### config.mk
export PLATFORM = sky130hd
export DESIGN_NAME = gf180mcu_fd_sc_mcu7t5v0__oai221_bist_ctrl
export DESIGN_NICKNAME = d
export VERILOG_FILES = /design/src/rtl/gf180mcu_fd_sc_mcu7t5v0__oai221_bist_ctrl.sv
export SDC_FILE = /design/constraint.sdc
export NUM_CORES = 1
export LEC_CHECK = 0
export CAP_MARGIN = 20
export CORE_MARGIN = 8
export CORE_UTILIZATION = 50
export DETAILED_ROUTE_END_ITERATION = 16
export GPL_TIMING_DRIVEN = 0
export PLACE_DENSITY_LB_ADDON = 0.12
export SYNTH_ARGS = -nofsm -noshare
export SYNTH_HDL_FRONTEND = slang
export SYNTH_SLANG_ARGS = --single-unit
### constraint.sdc
create_clock -name CLK -period 3.8 [get_ports CLK]
set_input_delay 0.76 -clock CLK [delete_from_list [all_inputs] [get_ports CLK]]
set_output_delay 0.76 -clock CLK [all_outputs]
set_load 0.03 [all_outputs]
### src/rtl/gf180mcu_fd_sc_mcu7t5v0__oai221_bist_ctrl.sv
// Exhaustive BIST sequencer for one oai221 cell: walks all 32 input vectors, samples ZN after a
// programmable settle time and accumulates mismatches against ZN = ~((A1|A2) & (B1|B2) & C).
module gf180mcu_fd_sc_mcu7t5v0__oai221_bist_ctrl #(
  parameter int unsigned SETTLE = 2,
  parameter int unsigned ERR_W  = 6
) (
`ifdef USE_POWER_PINS
  inout  wire              VDD,
  inout  wire              VSS,
`endif
  input  logic             CLK,
  input  logic             RN,
  input  logic             START,
  input  logic             ABORT,
  input  logic             ZN,
  output logic             A1,
  output logic             A2,
  output logic             B1,
  output logic             B2,
  output logic             C,
  output logic             BUSY,
  output logic             DONE,
  output logic             PASS,
  output logic [ERR_W-1:0] ERR_CNT,
  output logic             FAIL_VLD,
  output logic [4:0]       FAIL_VEC
);

  localparam logic [3:0]       Reload = 4'(SETTLE - 1);
  localparam logic [ERR_W-1:0] ErrMax = {ERR_W{1'b1}};

  typedef enum logic [1:0] {StIdle, StRun, StDone} state_e;

  state_e           state_q, state_d;
  logic [4:0]       vec_q, vec_d;
  logic [3:0]       cnt_q, cnt_d;
  logic [ERR_W-1:0] err_q, err_d;
  logic             fail_vld_q, fail_vld_d;
  logic [4:0]       fail_vec_q, fail_vec_d;
  logic             zn_exp;

  assign zn_exp = ~((vec_q[0] | vec_q[1]) & (vec_q[2] | vec_q[3]) & vec_q[4]);

  always_comb begin
    state_d    = state_q;
    vec_d      = vec_q;
    cnt_d      = cnt_q;
    err_d      = err_q;
    fail_vld_d = fail_vld_q;
    fail_vec_d = fail_vec_q;
    unique case (state_q)
      StIdle, StDone: begin
        if (START) begin
          state_d    = StRun;
          vec_d      = 5'd0;
          cnt_d      = Reload;
          err_d      = '0;
          fail_vld_d = 1'b0;
          fail_vec_d = 5'd0;
        end
      end
      StRun: begin
        // Abort wins over a coincident sample edge, so that sample is never counted.
        if (ABORT) begin
          state_d = StIdle;
          vec_d   = 5'd0;
        end else if (cnt_q != 4'd0) begin
          cnt_d = cnt_q - 4'd1;
        end else begin
          if (ZN != zn_exp) begin
            if (err_q != ErrMax) err_d = err_q + 1'b1;
            if (!fail_vld_q) begin
              fail_vld_d = 1'b1;
              fail_vec_d = vec_q;
            end
          end
          if (vec_q != 5'd31) begin
            vec_d = vec_q + 5'd1;
            cnt_d = Reload;
          end else begin
            state_d = StDone;
            vec_d   = 5'd0;
          end
        end
      end
      default: state_d = StIdle;
    endcase
  end

  always_ff @(posedge CLK or negedge RN) begin
    if (!RN) begin
      state_q    <= StIdle;
      vec_q      <= 5'd0;
      cnt_q      <= 4'd0;
      err_q      <= '0;
      fail_vld_q <= 1'b0;
      fail_vec_q <= 5'd0;
    end else begin
      state_q    <= state_d;
      vec_q      <= vec_d;
      cnt_q      <= cnt_d;
      err_q      <= err_d;
      fail_vld_q <= fail_vld_d;
      fail_vec_q <= fail_vec_d;
    end
  end

  // vec_q is forced to zero outside a run, so the stimulus is driven straight from the register.
  assign {C, B2, B1, A2, A1} = vec_q;
  assign BUSY     = (state_q == StRun);
  assign DONE     = (state_q == StDone);
  assign PASS     = DONE && (err_q == '0);
  assign ERR_CNT  = err_q;
  assign FAIL_VLD = fail_vld_q;
  assign FAIL_VEC = fail_vec_q;

endmodule

After elaboration in Yosys (flattened, before gate mapping). Index checks and enable logic that the tools add are counted.

Register bits after elaboration: 23. Logic and storage cells: 71.

Bitwise operators: 5. Equality and inequality tests: 14. Mux-type cells: 31. Reductions and logical operators: 12. Add/subtract/negate cells: 3.

Operators by type and width (number): $mux W5 (8); $mux W6 (5); $pmux W5 S2 (2); $mux W4 (4); $pmux W6 S2 (1); $reduce_and A6 Y1 (2); $mux W2 (4); $ne A2 B2 Y1 const B (4); $pmux W4 S2 (1); $add A6 B1 Y6 const B (1); $logic_not A6 Y1 (1); $ne A3 B3 Y1 const B (2); $ne A6 B6 Y1 const B (1); $reduce_and A3 Y1 (2); $add A5 B1 Y5 const B (1); $ne A5 B5 Y1 const B (1); $reduce_and A5 Y1 (1); $mux W1 (4); $ne A2 B1 Y1 const B (2); $pmux W2 S2 (1); $reduce_and A4 Y1 (1); $reduce_bool A4 Y1 (1); $sub A4 B1 Y4 const B (1); $ne A3 B1 Y1 const B (1); other kinds (11) (13).

Logic depth before layout (Yosys ltp).
Depth in word-level cells: 9. Depth in mapped cells: 7. Depth with buffers taken out: 7.

Least setup slack after synthesis. No wires, ideal clock.

Path kind: reg2reg. From: register vec_q[0]. To: register err_q[5] (netlist: ERR_CNT[5]). Path slack: 1.794 ns. Required time: 3.680 ns. Path buffers: 0. Stages on the path, launching flop included: 8. Arrival time: 1.887 ns. Clock period less this slack: 2.006 ns. Cell sequence: dfrtp_1 > inv_1 > ha_1 > nand2b_1 > o21ai_1 > nand3_4 > o31a_1 > o22a_2.

Word-level cells in the longest chain between the ends: 7.

Ends and longest elaborated chain: from (decl) (line 35) `logic [4:0] vec_q, vec_d;`; from (signal assigned) (line 100) `vec_q <= vec_d;`; $or A1 B1 Y1 (line 42) `assign zn_exp = ~((vec_q[0] | vec_q[1]) & (vec_q[2] | vec_q[3]) & vec_q[4]);`; $and A1 B1 Y1 (2 in series) (line 42); $not A1 Y1 (line 42); $ne A1 B1 Y1 (line 70) `if (ZN != zn_exp) begin`; $ne A2 B1 Y1 (no source line); $reduce_and A6 Y1 (no source line); to (signal assigned) (line 102) `err_q <= err_d;`; to (decl) (line 37) `logic [ERR_W-1:0] err_q, err_d;`.

Every way passes these cells. A chain may end at the register's enable or synchronous reset.

Final worst setup path.
From: register state_q[1]. To: output BUSY.

Word-level cells in the longest chain between the ends: 1.

Ends and longest elaborated chain: from (decl) (line 34) `state_e state_q, state_d;`; from (signal assigned) (line 92) `state_q <= StIdle;`; from (signal assigned) (line 99) `state_q <= state_d;`; $eq A2 B1 Y1 (line 110) `assign BUSY = (state_q == StRun);`; to (decl) (line 21) `output logic BUSY,`.

Every way passes these cells.

==> key figures <==
Drt
  – WL per Instance: 15.6 um
  – DR pass1 iterations: 4
  – Post-route ant nets: 0
  – Vias per inst: 5.71
  – Final wirelength: 3.08 mm
  – Vias post-DR: 1131
  – DRC: 0
  – Starting DRC count in detailed routing: 62

Clock network
  – H-tree levels: 1
  – Hold Buf Count CTS: 0
  – Total CTS buffers: 3
  – Clock root cell: clkbuf_4
  – Clk_lat worst skew: 0.32 ns
  – CTS resizes: 0
  – Clk pin slew, worst setup/hold paths: 0.13 ns
  – Clock Tree Buf Depth: 2
  – Setup Buffers After CTS: 0
  – CTS tree: done
  – Num Clock Sinks: 23

Timing
  – Skew final: 0.00556 ns
  – Max frequency: 0.345 GHz
  – RSZ-0062 raised after global routing: no
  – Fin worst setup slack: 0.901 ns
  – Tightest Pin Transition: 0.614 ns
  – Clock period minus worst slack: 2.90 ns
  – Max-slew violation count: 0
  – Setup TNS: 0 ns
  – Final Setup Violations: 0
  – Final Hold Fails: 0
  – Worst slew margin: 0.589
  – Tcrit/Tclk final: 0.763

Worst hold path
  – Hold Path Stages: 2
  – Hold Path Class: flip-flop to flip-flop

Critical path
  – CP Data Arrival Time: 2.14 ns
  – FF-to-FF End: ERR_CNT[5]
  – Required time of the critical path: 3.04 ns
  – Worst setup EP type: output pin
  – FF-to-FF Start: vec_q[0]
  – CP max FO: 10
  – Worst Path Class, Setup: flip-flop to output pin
  – Startpoint type of the worst setup path: flip-flop
  – Setup crit start: state_q[1]
  – R2r setup slk: 1.78 ns
  – Cells on worst reg2reg path: 7
  – Worst Setup EP: BUSY

Cells and area
  – Multi-input combinational cell area: 713 um2
  – Commonest non-fill, non-tap cell in the layout: clkdlybuf4s50_1
  – Antenna diodes: 0
  – Nets@finish: 179
  – Layout cells sized above 1: 0.126
  – Synth-to-layout area growth: 23.7%
  – Most frequent cells in the layout: 24 x clkdlybuf4s50_1, 23 x dfrtp_1, 17 x nand2_1, 13 x inv_1, 9 x nor2_1
  – Layout fillers: 248
  – FF+latch area: 576 um2

Flow run
  – Max Cap Viol: 0

Floorplan
  – Die ar.: 0.00463 mm2
  – Initial core utilization: 0.508
  – Core area: 0.00266 mm2
  – Die outline width: 68.0 um
  – Die Y-Extent: 68.0 um
  – Row cnt: 19
  – I/O pin count: 25

Synth
  – Mean post-synth cell area: 9.80 um2
  – Async SR Flop Fraction: 1.00
  – Post-synth EDFFs: 0
  – Gate Count Post-Synth: 138
  – Seq/Total Area, Yosys: 0.426
  – Post-synth top flop: dfrtp_1
  – Synth warn: 0
  – Synthesized net count: 149
  – Post-Syn Area: 0.00135 mm2
  – Yosys reg bits: 23
  – Post-synth cell types: 45

Global route
  – Vias in the first global route: 1178
  – Largest net degree at the start of global routing: 24
  – First-pass GRT wire length: 5.10 mm
  – Initial antenna violation count: 0
  – Grt total ovfl: 0
  – All-Layer GR Usage: 0.140

Placed design
  – HPWL reported at the end of detailed placement: 2.25 mm
  – Post-place setup slack: 1.14 ns
  – IO Port Bufs: 24
  – GP Congestion: 0.782

Pwr
  – Pleak: 0.686 nW
  – PD cells: 435 mW/mm2
  – Peak supply drop: 0.000291 V

Run status
  – Status: finished clean
routing by layer:
layer | up-vias | global-route usage | share of wire
met5 | - | 0 | 0
met4 | 0 | 0.0639 | 0.017
met3 | 6 | 0.0426 | 0.078
met2 | 34 | 0.231 | 0.47
met1 | 543 | 0.162 | 0.44
li1 | 548 | - | -
synth_stat cells, types with 2 or more instances:
cell,number,area (um2)
nor3_1,4,20.0
nand2b_1,3,18.8
o21ai_0,7,35.0
nor2_1,9,33.8
xnor2_1,2,17.5
o21a_1,3,22.5
a31o_2,2,17.5
inv_1,13,48.8
dfrtp_1,23,576
or3_1,2,12.5
o22ai_1,2,12.5
nand2_1,17,63.8
and3_1,2,12.5
a22o_1,2,17.5
ha_1,6,75.1
nand3_1,4,20.0
mux2i_1,6,60.1
a32o_1,2,20.0
a21oi_1,2,10.0
nor3b_4,2,37.5
cell type report:
type | instances | share of cell area
plain buffers | 2 | 0.00598
clock buffers | 4 | 0.0157
inverters | 14 | 0.0322
multi-input cells | 99 | 0.426
flip-flops and latches | 23 | 0.344
well taps | 31 | 0.0232
repair buffers | 25 | 0.153
state kept, by name, indices dropped and copies added (netlist names):
register / cells
ERR_CNT: 6
FAIL_VEC: 5
vec_q: 5
cnt_q: 4
state_q: 2
FAIL_VLD: 1
worst max-delay path, cell delays in order (launching register included):
cell	delay [ns]
dfrtp_1	0.44
nand2b_1	0.15
clkbuf_2	0.17
clkinv_2	0.13
buf_2	0.23
clkdlybuf4s50_1	0.71
how the worst min path moves through the flow:
stage | slack [ns] | to | start
2_1_floorplan | 0.46 | ERR_CNT[0] | RN
3_3_place_gp | 0.51 | FAIL_VEC[4] | FAIL_VEC[4]
3_5_place_dp | 0.51 | FAIL_VLD | FAIL_VLD
4_1_cts | 0.53 | FAIL_VEC[3] | FAIL_VEC[3]
5_1_grt | 0.55 | FAIL_VEC[2] | FAIL_VEC[2]
6_report | 0.53 | FAIL_VEC[3] | FAIL_VEC[3]
cells by family (layout without fill, tap and decap cells):
group,Yosys count,in the layout,synth area share
AOI/OAI and AO/OA,30,30,0.170
DFF,23,23,0.426
and+or+nand+nor,53,53,0.229
xor gates and xnor gates,3,3,0.0194
muxes,7,7,0.0527
adders and majority gates,6,6,0.0555
buffers and inverters,16,45,0.0472
stage by stage:
stage          utilization  hold WS, ns  power, mW  cells  instance area (um2)
2_1_floorplan            -        0.464      0.520    138                 1350
3_3_place_gp         0.613        0.506      0.602    193                 1630
3_5_place_dp         0.613        0.514      0.612    193                 1630
4_1_cts              0.623        0.533      0.730    197                 1660
5_1_grt              0.628        0.548      0.772    198                 1670
6_report             0.628        0.526      0.727    198                 1670
power breakdown:
part / internal, mW / switching [mW]
combinational: 0.123 / 0.169
clock: 0.0411 / 0.0777
sequential: 0.278 / 0.0392
total: 0.441 / 0.286
(Power assumes the default switching activity.)
